--- src/rtl/branch_hazard_unit_pkg.sv ---
// Shared definitions for the ID-stage branch hazard unit.
//   - Forwarding select encodings for the branch comparator operands.
//   - slot_t: shadow record of one in-flight instruction (EX, MEM or WB).
//   - DEF_REG_ADDR_W: default register address width. slot_t is sized by it,
//     so REG_ADDR_W overrides on the modules must keep the same value.
package branch_hazard_unit_pkg;

   localparam int DEF_REG_ADDR_W = 5;
   localparam int DEF_CNT_W      = 16;

   localparam logic [1:0] FWD_REGFILE = 2'b00;
   localparam logic [1:0] FWD_EXMEM   = 2'b01;
   localparam logic [1:0] FWD_MEMWB   = 2'b10;

   typedef struct packed {
      logic                      valid;
      logic                      reg_write;
      logic                      mem_read;
      logic [DEF_REG_ADDR_W-1:0] dest;
   } slot_t;

endpackage

--- src/rtl/branch_hazard_unit_if.sv ---
// Signal bundle between the ID stage and the branch hazard unit.
//   master: ID stage side; drives the decoded instruction and comparator Zero,
//           receives stall / forwarding selects / taken / flush / counters.
//   slave : the hazard unit itself.
// Qualifier semantics: every id_* field is meaningful only while id_valid=1;
// there is no back-pressure handshake, stall is the only hold request and the
// ID stage must keep presenting the same instruction while it is high.
interface branch_hazard_unit_if
   import branch_hazard_unit_pkg::*;
#(
   parameter int REG_ADDR_W = DEF_REG_ADDR_W,
   parameter int CNT_W      = DEF_CNT_W
) ();

   logic                  id_valid;
   logic                  id_is_branch;
   logic                  id_branch_ne;
   logic [REG_ADDR_W-1:0] id_rs;
   logic [REG_ADDR_W-1:0] id_rt;
   logic                  id_reg_write;
   logic                  id_mem_read;
   logic [REG_ADDR_W-1:0] id_dest;
   logic                  cmp_zero;

   logic                  stall;
   logic [1:0]            fwd_a_sel;
   logic [1:0]            fwd_b_sel;
   logic                  branch_taken;
   logic                  flush_ifid;
   logic [CNT_W-1:0]      stall_cycles;
   logic [CNT_W-1:0]      taken_count;

   modport master (
      output id_valid, id_is_branch, id_branch_ne, id_rs, id_rt,
             id_reg_write, id_mem_read, id_dest, cmp_zero,
      input  stall, fwd_a_sel, fwd_b_sel, branch_taken, flush_ifid,
             stall_cycles, taken_count
   );

   modport slave (
      input  id_valid, id_is_branch, id_branch_ne, id_rs, id_rt,
             id_reg_write, id_mem_read, id_dest, cmp_zero,
      output stall, fwd_a_sel, fwd_b_sel, branch_taken, flush_ifid,
             stall_cycles, taken_count
   );

endinterface

--- src/rtl/branch_operand_resolve.sv ---
// Hazard resolution for one branch comparator operand.
//   reg_addr   : operand register number
//   ex/mem/wb  : shadow slots of the in-flight instructions
//   need_stall : producer still too far from the comparator to forward
//   fwd_sel    : comparator operand source (FWD_* encodings)
module branch_operand_resolve
   import branch_hazard_unit_pkg::*;
#(
   parameter int REG_ADDR_W = DEF_REG_ADDR_W
) (
   input  logic [REG_ADDR_W-1:0] reg_addr,
   input  slot_t                 ex_slot,
   input  slot_t                 mem_slot,
   input  slot_t                 wb_slot,
   output logic                  need_stall,
   output logic [1:0]            fwd_sel
);

   logic reg_nonzero;
   logic ex_hit;
   logic mem_hit;
   logic wb_hit;

   // $0 is hardwired, so a "write" to it never creates a dependency.
   assign reg_nonzero = (reg_addr != '0);
   assign ex_hit  = ex_slot.valid  & ex_slot.reg_write  & (ex_slot.dest  == reg_addr) & reg_nonzero;
   assign mem_hit = mem_slot.valid & mem_slot.reg_write & (mem_slot.dest == reg_addr) & reg_nonzero;
   assign wb_hit  = wb_slot.valid  & wb_slot.reg_write  & (wb_slot.dest  == reg_addr) & reg_nonzero;

   // Anything in EX has no result yet; a load in MEM has no data until WB.
   assign need_stall = ex_hit | (mem_hit & mem_slot.mem_read);

   // Youngest forwardable producer wins: EX/MEM ALU result beats MEM/WB data.
   always_comb begin
      fwd_sel = FWD_REGFILE;
      if (mem_hit && !mem_slot.mem_read) begin
         fwd_sel = FWD_EXMEM;
      end else if (wb_hit) begin
         fwd_sel = FWD_MEMWB;
      end
   end

endmodule

--- src/rtl/branch_hazard_unit.sv ---
// Branch hazard unit for early (ID-stage) beq/bne resolution.
// Shadows the EX/MEM/WB destination info of in-flight instructions and
// produces:
//   stall        : hold PC and IF/ID, bubble into ID/EX
//   fwd_a/b_sel  : comparator operand sources
//   branch_taken : branch resolves taken this cycle
//   flush_ifid   : squash the fetched instruction (same as branch_taken)
//   stall_cycles / taken_count : saturating statistics
// Ports: clk, reset (asynchronous, active-low), bus (slave modport).
module branch_hazard_unit
   import branch_hazard_unit_pkg::*;
#(
   parameter int REG_ADDR_W = DEF_REG_ADDR_W,
   parameter int CNT_W      = DEF_CNT_W
) (
   input  logic                 clk,
   input  logic                 reset,
   branch_hazard_unit_if.slave  bus
);

   localparam logic [CNT_W-1:0] CNT_MAX = '1;

   slot_t            ex_q;
   slot_t            mem_q;
   slot_t            wb_q;
   slot_t            id_slot;
   logic             stall_a;
   logic             stall_b;
   logic [1:0]       fwd_a;
   logic [1:0]       fwd_b;
   logic             is_branch;
   logic             stall_int;
   logic             taken_int;
   logic [CNT_W-1:0] stall_cnt_q;
   logic [CNT_W-1:0] taken_cnt_q;

   branch_operand_resolve #(.REG_ADDR_W(REG_ADDR_W)) u_resolve_rs (
      .reg_addr   (bus.id_rs),
      .ex_slot    (ex_q),
      .mem_slot   (mem_q),
      .wb_slot    (wb_q),
      .need_stall (stall_a),
      .fwd_sel    (fwd_a)
   );

   branch_operand_resolve #(.REG_ADDR_W(REG_ADDR_W)) u_resolve_rt (
      .reg_addr   (bus.id_rt),
      .ex_slot    (ex_q),
      .mem_slot   (mem_q),
      .wb_slot    (wb_q),
      .need_stall (stall_b),
      .fwd_sel    (fwd_b)
   );

   // Gated with reset so stall/taken are quiet while reset is held, even if
   // ID presents a branch whose comparator already reads equal.
   assign is_branch = reset & bus.id_valid & bus.id_is_branch;
   assign stall_int = is_branch & (stall_a | stall_b);
   assign taken_int = is_branch & ~stall_int & (bus.cmp_zero ^ bus.id_branch_ne);

   assign id_slot = '{valid:     1'b1,
                      reg_write: bus.id_reg_write,
                      mem_read:  bus.id_mem_read,
                      dest:      bus.id_dest};

   always_ff @(posedge clk or negedge reset) begin
      if (!reset) begin
         ex_q        <= '0;
         mem_q       <= '0;
         wb_q        <= '0;
         stall_cnt_q <= '0;
         taken_cnt_q <= '0;
      end else begin
         wb_q  <= mem_q;
         mem_q <= ex_q;
         // A stalled branch stays in ID; EX receives a bubble instead.
         ex_q  <= (stall_int || !bus.id_valid) ? '0 : id_slot;
         if (stall_int && (stall_cnt_q != CNT_MAX)) begin
            stall_cnt_q <= stall_cnt_q + 1'b1;
         end
         if (taken_int && (taken_cnt_q != CNT_MAX)) begin
            taken_cnt_q <= taken_cnt_q + 1'b1;
         end
      end
   end

   assign bus.stall        = stall_int;
   assign bus.fwd_a_sel    = fwd_a;
   assign bus.fwd_b_sel    = fwd_b;
   assign bus.branch_taken = taken_int;
   assign bus.flush_ifid   = taken_int;
   assign bus.stall_cycles = stall_cnt_q;
   assign bus.taken_count  = taken_cnt_q;

endmodule
--- src/flat_wrapper.sv ---
// flat-port wrapper written by rule: the top's interface ports become plain ports
module branch_hazard_unit_flat import branch_hazard_unit_pkg::*;
#(
   parameter int REG_ADDR_W = DEF_REG_ADDR_W,
   parameter int CNT_W      = DEF_CNT_W
)
  (clk, reset, bus_id_valid, bus_id_is_branch, bus_id_branch_ne, bus_id_rs, bus_id_rt, bus_id_reg_write, bus_id_mem_read, bus_id_dest, bus_cmp_zero, bus_stall, bus_fwd_a_sel, bus_fwd_b_sel, bus_branch_taken, bus_flush_ifid, bus_stall_cycles, bus_taken_count);
  branch_hazard_unit_if #(.REG_ADDR_W(REG_ADDR_W), .CNT_W(CNT_W)) bus_i ();
  input  logic clk;
  input  logic reset;
  input wire logic [$bits(bus_i.id_valid)-1:0] bus_id_valid;
  input wire logic [$bits(bus_i.id_is_branch)-1:0] bus_id_is_branch;
  input wire logic [$bits(bus_i.id_branch_ne)-1:0] bus_id_branch_ne;
  input wire logic [$bits(bus_i.id_rs)-1:0] bus_id_rs;
  input wire logic [$bits(bus_i.id_rt)-1:0] bus_id_rt;
  input wire logic [$bits(bus_i.id_reg_write)-1:0] bus_id_reg_write;
  input wire logic [$bits(bus_i.id_mem_read)-1:0] bus_id_mem_read;
  input wire logic [$bits(bus_i.id_dest)-1:0] bus_id_dest;
  input wire logic [$bits(bus_i.cmp_zero)-1:0] bus_cmp_zero;
  output wire logic [$bits(bus_i.stall)-1:0] bus_stall;
  output wire logic [$bits(bus_i.fwd_a_sel)-1:0] bus_fwd_a_sel;
  output wire logic [$bits(bus_i.fwd_b_sel)-1:0] bus_fwd_b_sel;
  output wire logic [$bits(bus_i.branch_taken)-1:0] bus_branch_taken;
  output wire logic [$bits(bus_i.flush_ifid)-1:0] bus_flush_ifid;
  output wire logic [$bits(bus_i.stall_cycles)-1:0] bus_stall_cycles;
  output wire logic [$bits(bus_i.taken_count)-1:0] bus_taken_count;
  assign bus_i.id_valid = bus_id_valid;
  assign bus_i.id_is_branch = bus_id_is_branch;
  assign bus_i.id_branch_ne = bus_id_branch_ne;
  assign bus_i.id_rs = bus_id_rs;
  assign bus_i.id_rt = bus_id_rt;
  assign bus_i.id_reg_write = bus_id_reg_write;
  assign bus_i.id_mem_read = bus_id_mem_read;
  assign bus_i.id_dest = bus_id_dest;
  assign bus_i.cmp_zero = bus_cmp_zero;
  assign bus_stall = bus_i.stall;
  assign bus_fwd_a_sel = bus_i.fwd_a_sel;
  assign bus_fwd_b_sel = bus_i.fwd_b_sel;
  assign bus_branch_taken = bus_i.branch_taken;
  assign bus_flush_ifid = bus_i.flush_ifid;
  assign bus_stall_cycles = bus_i.stall_cycles;
  assign bus_taken_count = bus_i.taken_count;
  branch_hazard_unit #(.REG_ADDR_W(REG_ADDR_W), .CNT_W(CNT_W)) u_core (.clk(clk), .reset(reset), .bus(bus_i));
endmodule
--- config.mk ---
export PLATFORM = sky130hd
export DESIGN_NAME = branch_hazard_unit_flat
export DESIGN_NICKNAME = d
export VERILOG_FILES = /design/src/rtl/branch_hazard_unit_pkg.sv /design/src/rtl/branch_hazard_unit_if.sv /design/src/rtl/branch_operand_resolve.sv /design/src/rtl/branch_hazard_unit.sv /design/src/flat_wrapper.sv
export SDC_FILE = /design/constraint.sdc
export NUM_CORES = 1
export LEC_CHECK = 0
export CAP_MARGIN = 20
export CORE_ASPECT_RATIO = 0.7
export CORE_MARGIN = 3
export CORE_UTILIZATION = 53
export CTS_BUF_LIST = sky130_fd_sc_hd__clkbuf_8 sky130_fd_sc_hd__clkbuf_16
export DETAILED_ROUTE_END_ITERATION = 8
export GPL_TIMING_DRIVEN = 0
export PLACE_DENSITY_LB_ADDON = 0.25
export SYNTH_ARGS = -nofsm -noshare
export SYNTH_HDL_FRONTEND = slang
export SYNTH_SLANG_ARGS = --single-unit
--- constraint.sdc ---
create_clock -name clk -period 3.3 [get_ports clk]
set_input_delay 0.33 -clock clk [delete_from_list [all_inputs] [get_ports clk]]
set_output_delay 0.33 -clock clk [all_outputs]
set_load 0.05 [all_outputs]
==> metrics.md, run 1 <==
| Metric | Value |
|---|---|
| Full die area | `between 0.005 and 0.006 mm²` |
| Clock-pin transition on the worst setup and hold timing paths | `~90 ps` |
| Syn avg cell area | `between 10 and 15 µm²` |
| Switch Pwr | `about 0.00042 W` |
| RePlAce Congestion | `roughly 0.86` |
| Initial antenna violation count | `0` |
| Via/cell ratio | `between 5 and 6` |
| Syn_nets | `between 200 and 300` |
| Measured slew at the worst slew-check pin | `approximately 560 ps` |
| Vias | `a little under 2,000` |
| Register area share after synthesis | `53.0%` |
| FMAX | `around 310 MHz` |
| P_leak | `1.45 nW` |
| Cell count of the worst hold path | `0` |
| WL final | `around 5.7 mm` |
| WL/cell | `approximately 15 µm` |
| Mapped cell area | `between 0.002 and 0.003 mm²` |
| Num CTS Buffers | `5` |
| Clock Path Buffers | `2` |
| Fin crit period | `approximately 3200 ps` |
| Vias in the first global route | `1,932` |
| Gr ovfl total | `0` |
| IO Pins | `62` |
| Detailed Place HPWL | `4.38 mm` |
| CP Max Fanout | `4` |
| Cell count after synthesis | `roughly 230` |
| Number of diodes | `0` |
| Reg2Reg Depth | `7` |
| Die Ht | `about 65 µm` |
| First-pass GRT wire length | `between 9 and 10 mm` |
| Ys async rst share | `100%` |
| DR iter-0 viols | `approximately 140` |
| Startpoint types | `input port` |
| Commonest cells in the netlist | `dfrtp_1 (55), xnor2_1 (48), nand2_1 (20)` |
| Synth area leader | `dfrtp_1` |
| HP Start | `u_core.ex_q[5]` |
| Number of synthesized flops with an enable pin | `0` |
| Synth warn | `0` |
| Crit Path Class | `in2out` |
| Synth top area share | `between 50% and 60%` |
| Cell variety after synth | `34` |
| Die W | `approximately 90 µm` |
| Clock latency at the later pin of the worst-skew pair | `around 310 ps` |
| Slew Limit Fails | `0` |
| Tcrit/Tclk final | `96.6%` |
| DRC violations left | `0` |
| CP Capture Type | `output port` |
| Outcome | `finished clean` |
| Starting Density | `about 57%` |
| Combinational Power Share | `roughly a fifth` |
| Final setup TNS | `0 ps` |
| Sequential power share | `54.6%` |
| Post-CTS Setup Inserts | `0` |
| Total global-route track usage | `between 20% and 30%` |
| Clock root cell | `clkbuf_8` |
| Setup Viol. Count Final | `0` |
| Largest net degree at the start of global routing | `42` |
| Final hold slack | `about 380 ps` |
| MaxCap Viol Count | `0` |
| Reg2reg end | `u_core.bus.stall_cycles[7]` |
| Worst Hold Path EP | `u_core.mem_q[5]` |
| Layout cell share with drive strength beyond 1 | `under 10%` |
| Req. time, crit path | `2970 ps` |
| Dominant cells by area after synthesis | `dfrtp_1 (53%), xnor2_1 (16%), nand3_1 (3.7%)` |
| Drt pass-1 iters | `4` |
| Power density cells | `409 mW/mm²` |
| Htree depth | `2` |
| Cell-internal power | `0.000971 W` |
| Post-Route Skew | `approximately 7.9 ps` |
| Peak supply drop | `around 0.21 mV` |
| Worst Path Arrival | `approximately 2900 ps` |
| Core area | `0.00453 mm²` |
| Number of synthesized register bits | `55` |
| Layout Nets | `around 330` |
| Register-to-Register Setup Slack | `a little under 900 ps` |
| Slew margin rel. | `about 62%` |
| I/O Buffers | `61` |
| # rows | `20` |
| Synth Flop Type | `dfrtp_1` |
| Antenna viol nets, final | `0` |
| CTS tree | `yes` |
| Switching Share | `between 30% and 40%` |
| Origin of the critical flop-to-flop path | `u_core.mem_q[0]` |
| Endpoints failing hold | `0` |
| Clock sink count | `55` |
| Clock Power Share | `between 20% and 30%` |
| HP Class | `reg2reg` |
| Top-count cell post-synth | `dfrtp_1` |
| Area Overhead vs Synth | `30.8%` |
[area by class of cell]
type / count / area [µm²]
Buffer: 5 / 35.0
Multi-Input combinational cell: 171 / 1190
Inverter: 2 / 7.51
Timing Repair Buffer: 63 / 624
Sequential cell: 55 / 1380
Fill cell: 341 / 1130
Tap cell: 66 / 82.6
Clock buffer: 5 / 68.8
Clock inverter: 3 / 16.3
[sequential cells by signal, summed over array words and instances, names as in the netlist]
signal                   count
u_core.ex_q                  8
u_core.bus.stall_cycles     16
u_core.mem_q                 8
u_core.bus.taken_count      16
u_core.wb_q                  7
[logic make-up (layout without fill, tap and decap cells)]
family	Yosys count	after routing	share of synthesized area [%]
flops	55	55	53.0
xor+xnor	57	57	19.5
simple gates	99	99	20.7
mux	3	3	1.30
fa+ha+maj	2	2	0.964
compound gates	10	10	2.89
buf+inv	7	78	1.64
[per-stage QoR]
step	total power, W	cells	worst slack (ps)	area, µm²	util (%)
after CTS	0.00140	370	4.92	3410	75.2
after detailed placement	0.00105	361	-421	3310	73.1
final	0.00139	370	113	3400	75.0
after global placement	0.00103	360	-1300	3290	72.7
after global routing	0.00145	370	-0.589	3400	75.0
after floorplan	0.000919	233	65.3	2600	-
[per-layer routing]
metal	vias to the layer above	track usage, %	wire length [µm]	share of wire (%)
li1	948	-	-	-
met1	943	32.1	2710	48
met2	71	31.0	2530	45
met3	8	5.21	370	6.5
met4	0	5.95	56	0.99
met5	-	0	0	0
[worst max-delay path, cell delays in order]
cell,delay (ps)
clkdlybuf4s50_1,610
or4_1,170
nor2_2,50
or4_2,710
nor2_1,160
clkdlybuf4s50_1,830
[cell usage in the layout (no fill, tap or decap), types with 2 or more instances in the layout]
cell type / instances
dfrtp_1: 55
clkdlybuf4s50_1: 54
xnor2_1: 48
nand2_1: 20
nand3_1: 19
nand4_1: 12
nor2_1: 10
and3_1: 8
xor2_1: 8
and2_1: 8
clkbuf_8: 5
or4_1: 4
and4_1: 4
nor3_1: 4
buf_2: 4
inv_1: 3
nor4_1: 3
mux2_2: 3
nor2_2: 2
a31oi_1: 2
buf_4: 2
ha_1: 2
dlymetal6s2s_1: 2
[power by group through the flow]
| stage | combinational, W | sequential [W] | clock, W |
|---|---|---|---|
| after floorplan | 0.0000765 | 0.000842 | 0 |
| after global placement | 0.000266 | 0.000767 | 0 |
| after detailed placement | 0.000275 | 0.000771 | 0 |
| after CTS | 0.000276 | 0.000758 | 0.000365 |
| after global routing | 0.000291 | 0.000765 | 0.000394 |
| final | 0.000272 | 0.000759 | 0.000358 |
[repair_timing]
| item | in CTS | in global routing |
|---|---|---|
| endpoints found under the setup margin | 4 | 5 |
| hold endpoints to repair | 16 | 0 |
| hold buffers | 1 | 0 |
| gates cloned | 0 | 0 |
| gates resized for setup | 9 | 8 |
[how the worst max path moves through the flow]
stage                  from                        end  cells after the start
2_1_floorplan  bus_id_rt[1]           bus_fwd_b_sel[1]                      5
3_3_place_gp          reset  u_core.bus.taken_count[6]                      8
3_5_place_dp   bus_id_rs[0]                  bus_stall                      9
4_1_cts        bus_id_rs[0]                  bus_stall                      9
5_1_grt        bus_id_rt[2]           bus_fwd_b_sel[0]                      6
6_report       bus_id_rt[1]           bus_fwd_b_sel[0]                      6
No activity file was read; power rests on OpenSTA's default activity.
==> run 2: changes to the inputs <==
--- a/config.mk
+++ b/config.mk
@@ -8,7 +8,7 @@
 export CAP_MARGIN = 20
 export CORE_ASPECT_RATIO = 0.7
 export CORE_MARGIN = 3
-export CORE_UTILIZATION = 53
+export CORE_UTILIZATION = 45
 export CTS_BUF_LIST = sky130_fd_sc_hd__clkbuf_8 sky130_fd_sc_hd__clkbuf_16
 export DETAILED_ROUTE_END_ITERATION = 8
 export GPL_TIMING_DRIVEN = 0
==> constraint.sdc (replaced) <==
create_clock -name clk -period 2.8 [get_ports clk]
set_input_delay 0.28 -clock clk [delete_from_list [all_inputs] [get_ports clk]]
set_output_delay 0.28 -clock clk [all_outputs]
set_load 0.05 [all_outputs]
==> run 2 against run 1 <==
Against the previous run: die area rose by 16%; sequential share of layout area down 1.4 points; critical path depth rose by 4; clock skew is 5.1 ps higher; first-iteration DRC count shrank 18%; utilization shrank 9.8 points; sequential power grew 17%; worst setup slack got worse by 43 ps; via count grew 1.1%; register-to-register slack worse by 450 ps; total power up 19%.
==> metrics.md, run 2 (same netlist as run 1, synthesis figures left out) <==
| Metric | Value |
|---|---|
| Drt pass-1 iters | `4 (unchanged)` |
| Clock-pin transition on the worst setup and hold timing paths | `100 ps (about the same)` |
| Cell count of the worst hold path | `0 (unchanged)` |
| Largest net degree at the start of global routing | `42 (unchanged)` |
| Worst Path Arrival | `2450 ps (-410 ps)` |
| Full die area | `0.00673 mm² (+16%)` |
| Antenna viol nets, final | `0 (unchanged)` |
| Switch Pwr | `0.000498 W (+19%)` |
| Clock Path Buffers | `2 (unchanged)` |
| Area Overhead vs Synth | `35.5%` |
| Detailed Place HPWL | `4.26 mm (-2.8%)` |
| RSZ-0062 raised after global routing | `true` |
| I/O Buffers | `61 (unchanged)` |
| Power Total | `0.00165 W (+19%)` |
| Reg2Reg Depth | `9 (+2)` |
| Layout cell share with drive strength beyond 1 | `12.6% (+4.0 points)` |
| Total global-route track usage | `17.1% (-4.4 points)` |
| Switching Share | `30.2% (+0.049 points)` |
| IO Pins | `62 (unchanged)` |
| Outcome | `finished clean` |
| Final non-filler cell total | `382 (+3.2%)` |
| Num CTS Buffers | `5 (unchanged)` |
| WL/cell | `15.1 µm (-1.8%)` |
| Setup Viol. Count Final | `0 (unchanged)` |
| # rows | `22 (+10%)` |
| CP Capture Type | `output port` |
| Via/cell ratio | `5.21 (-2.1%)` |
| Tcrit/Tclk final | `between 90% and 100%` |
| Most frequent cells in the layout | `dfrtp_1 (55), xnor2_1 (47), clkdlybuf4s50_1 (43)` |
| Die Ht | `69.6 µm (+7.7%)` |
| FMAX | `about 370 MHz` |
| Vias in the first global route | `1,866 (-3.4%)` |
| Fin crit period | `~2700 ps` |
| Sequential power share | `53.8% (-0.8 points)` |
| DR iter-0 viols | `113 (-18%)` |
| P_leak | `1.50 nW (+3.3%)` |
| Clock latency at the later pin of the worst-skew pair | `310 ps (about the same)` |
| Final hold slack | `355 ps (-20.8 ps)` |
| Filler Cells Inserted | `445 (+30%)` |
| WL final | `5.75 mm (+1.4%)` |
| First-pass GRT wire length | `9.41 mm (-1.4%)` |
| Placed cell count | `367 (+1.7%)` |
| Cell-internal power | `0.00115 W (+19%)` |
| Vias | `1,991 (+1.1%)` |
| DRC violations left | `0 (unchanged)` |
| Origin of the critical flop-to-flop path | `u_core.mem_q[0]` |
| Crit Path Class | `reg2out` |
| RePlAce Congestion | `0.856 (+0.14%)` |
| Clock sink count | `55 (unchanged)` |
| MaxCap Viol Count | `0 (unchanged)` |
| Multi-input gate area | `0.00124 mm² (+5.0%)` |
| Combinational Power Share | `19.9% (+0.3 points)` |
| HP Class | `reg2reg` |
| Slew Limit Fails | `0 (unchanged)` |
| Htree depth | `2 (unchanged)` |
| HP Start | `u_core.ex_q[5]` |
| Gr ovfl total | `0 (unchanged)` |
| Peak supply drop | `0.340 mV (+59%)` |
| Clock root cell | `clkbuf_8` |
| Measured slew at the worst slew-check pin | `704 ps (+144 ps)` |
| Power density cells | `469 mW/mm² (+15%)` |
| Startpoint types | `flip-flop` |
| Endpoints failing hold | `0 (unchanged)` |
| Post-Route Skew | `13.1 ps (+5.15 ps)` |
| Origin of the worst setup path | `u_core.mem_q[0]` |
| Die W | `96.8 µm (+8.0%)` |
| Initial antenna violation count | `0 (unchanged)` |
| Clock Power Share | `26.3% (+0.6 points)` |
| Core area | `0.00540 mm² (+19%)` |
| Slew margin rel. | `52.4% (-9.9 points)` |
| Req. time, crit path | `2520 ps (-450 ps)` |
| CP Max Fanout | `5 (+1)` |
| Starting Density | `48.1% (-9.2 points)` |
| Layout Nets | `334 (+1.8%)` |
| Reg area | `0.00138 mm² (unchanged)` |
| CTS tree | `yes` |
| Number of diodes | `0 (unchanged)` |
| Commonest non-fill, non-tap cell in the layout | `dfrtp_1` |
==> run 2: cell types whose count changed in the layout (fill, tap and decap cells not counted), sizes merged <==
cell	previous run	this run
buf	8	14
clkbuf	7	6
clkdlybuf4s50	54	43
clkinv	1	0
dlygate4sd2	1	14
dlygate4sd3	1	2
dlymetal6s2s	2	0
inv	3	4
==> run 2: worst paths after layout <==
path	end	slack [ps]
setup reg to reg	u_core.bus.stall_cycles[7]	420
max in group asynchronous	u_core.wb_q[6]	1230
hold reg to reg	u_core.mem_q[5]	360
setup / recovery	bus_flush_ifid	70
hold / removal	u_core.mem_q[5]	360
min in group asynchronous	u_core.ex_q[5]	480
==> run 2: layout make-up <==
cell class                      instances  share of cell area [%]
Sequential cell                        55                    39.1
Multi-Input combinational cell        171                    35.4
Timing Repair Buffer                   69                    19.2
Tap cell                               72                    2.56
Clock buffer                            5                    1.96
Buffer                                  5                   0.996
Clock inverter                          3                   0.569
Inverter                                2                   0.213
==> run 2: repair_timing <==
action / CTS / global route
setup endpoints to repair: 13 / 12
resized for setup: 33 / 14
hold buffers: 2 / 0
gates cloned: 0 / 0
buffers inserted: 0 / 5
endpoints found under the hold margin: 16 / 0
pin swaps: 1 / 7
==> run 2: worst max-delay path, stage by stage (launching register included) <==
cell and delay (ps):
dfrtp_1 430, buf_6 140, xnor2_2 120, nand4_1 100
or4_4 550, a21boi_4 200, or2_1 150, buf_6 120
nor3_2 50, buf_4 140, buf_8 140
==> run 2: metrics by stage <==
stage	utilization, %	cell area, µm²	worst slack, ps	TNS [ps]
final	65.2	3520	70.2	0
after global routing	65.2	3520	-87.1	-153
after CTS	63.4	3420	4.15	0
after detailed placement	61.7	3330	-873	-10930
after global placement	61.4	3310	-1830	-70540
after floorplan	-	2610	13.0	0
==> run 2: metal layers <==
metal,GRT usage [%],up-vias,wire length (µm)
met5,0,-,0
met2,24.8,67,2540
met3,3.92,6,338
li1,-,964,-
met4,3.43,0,44
met1,26.2,954,2830
==> run 2: power by group through the flow <==
stage          Combinational (W)  Sequential (W)  Clock, W
5_1_grt                 0.000352        0.000895  0.000473
3_3_place_gp            0.000316        0.000901         0
2_1_floorplan          0.0000907        0.000993         0
3_5_place_dp            0.000322        0.000903         0
4_1_cts                 0.000320        0.000887  0.000446
6_report                0.000328        0.000887  0.000434
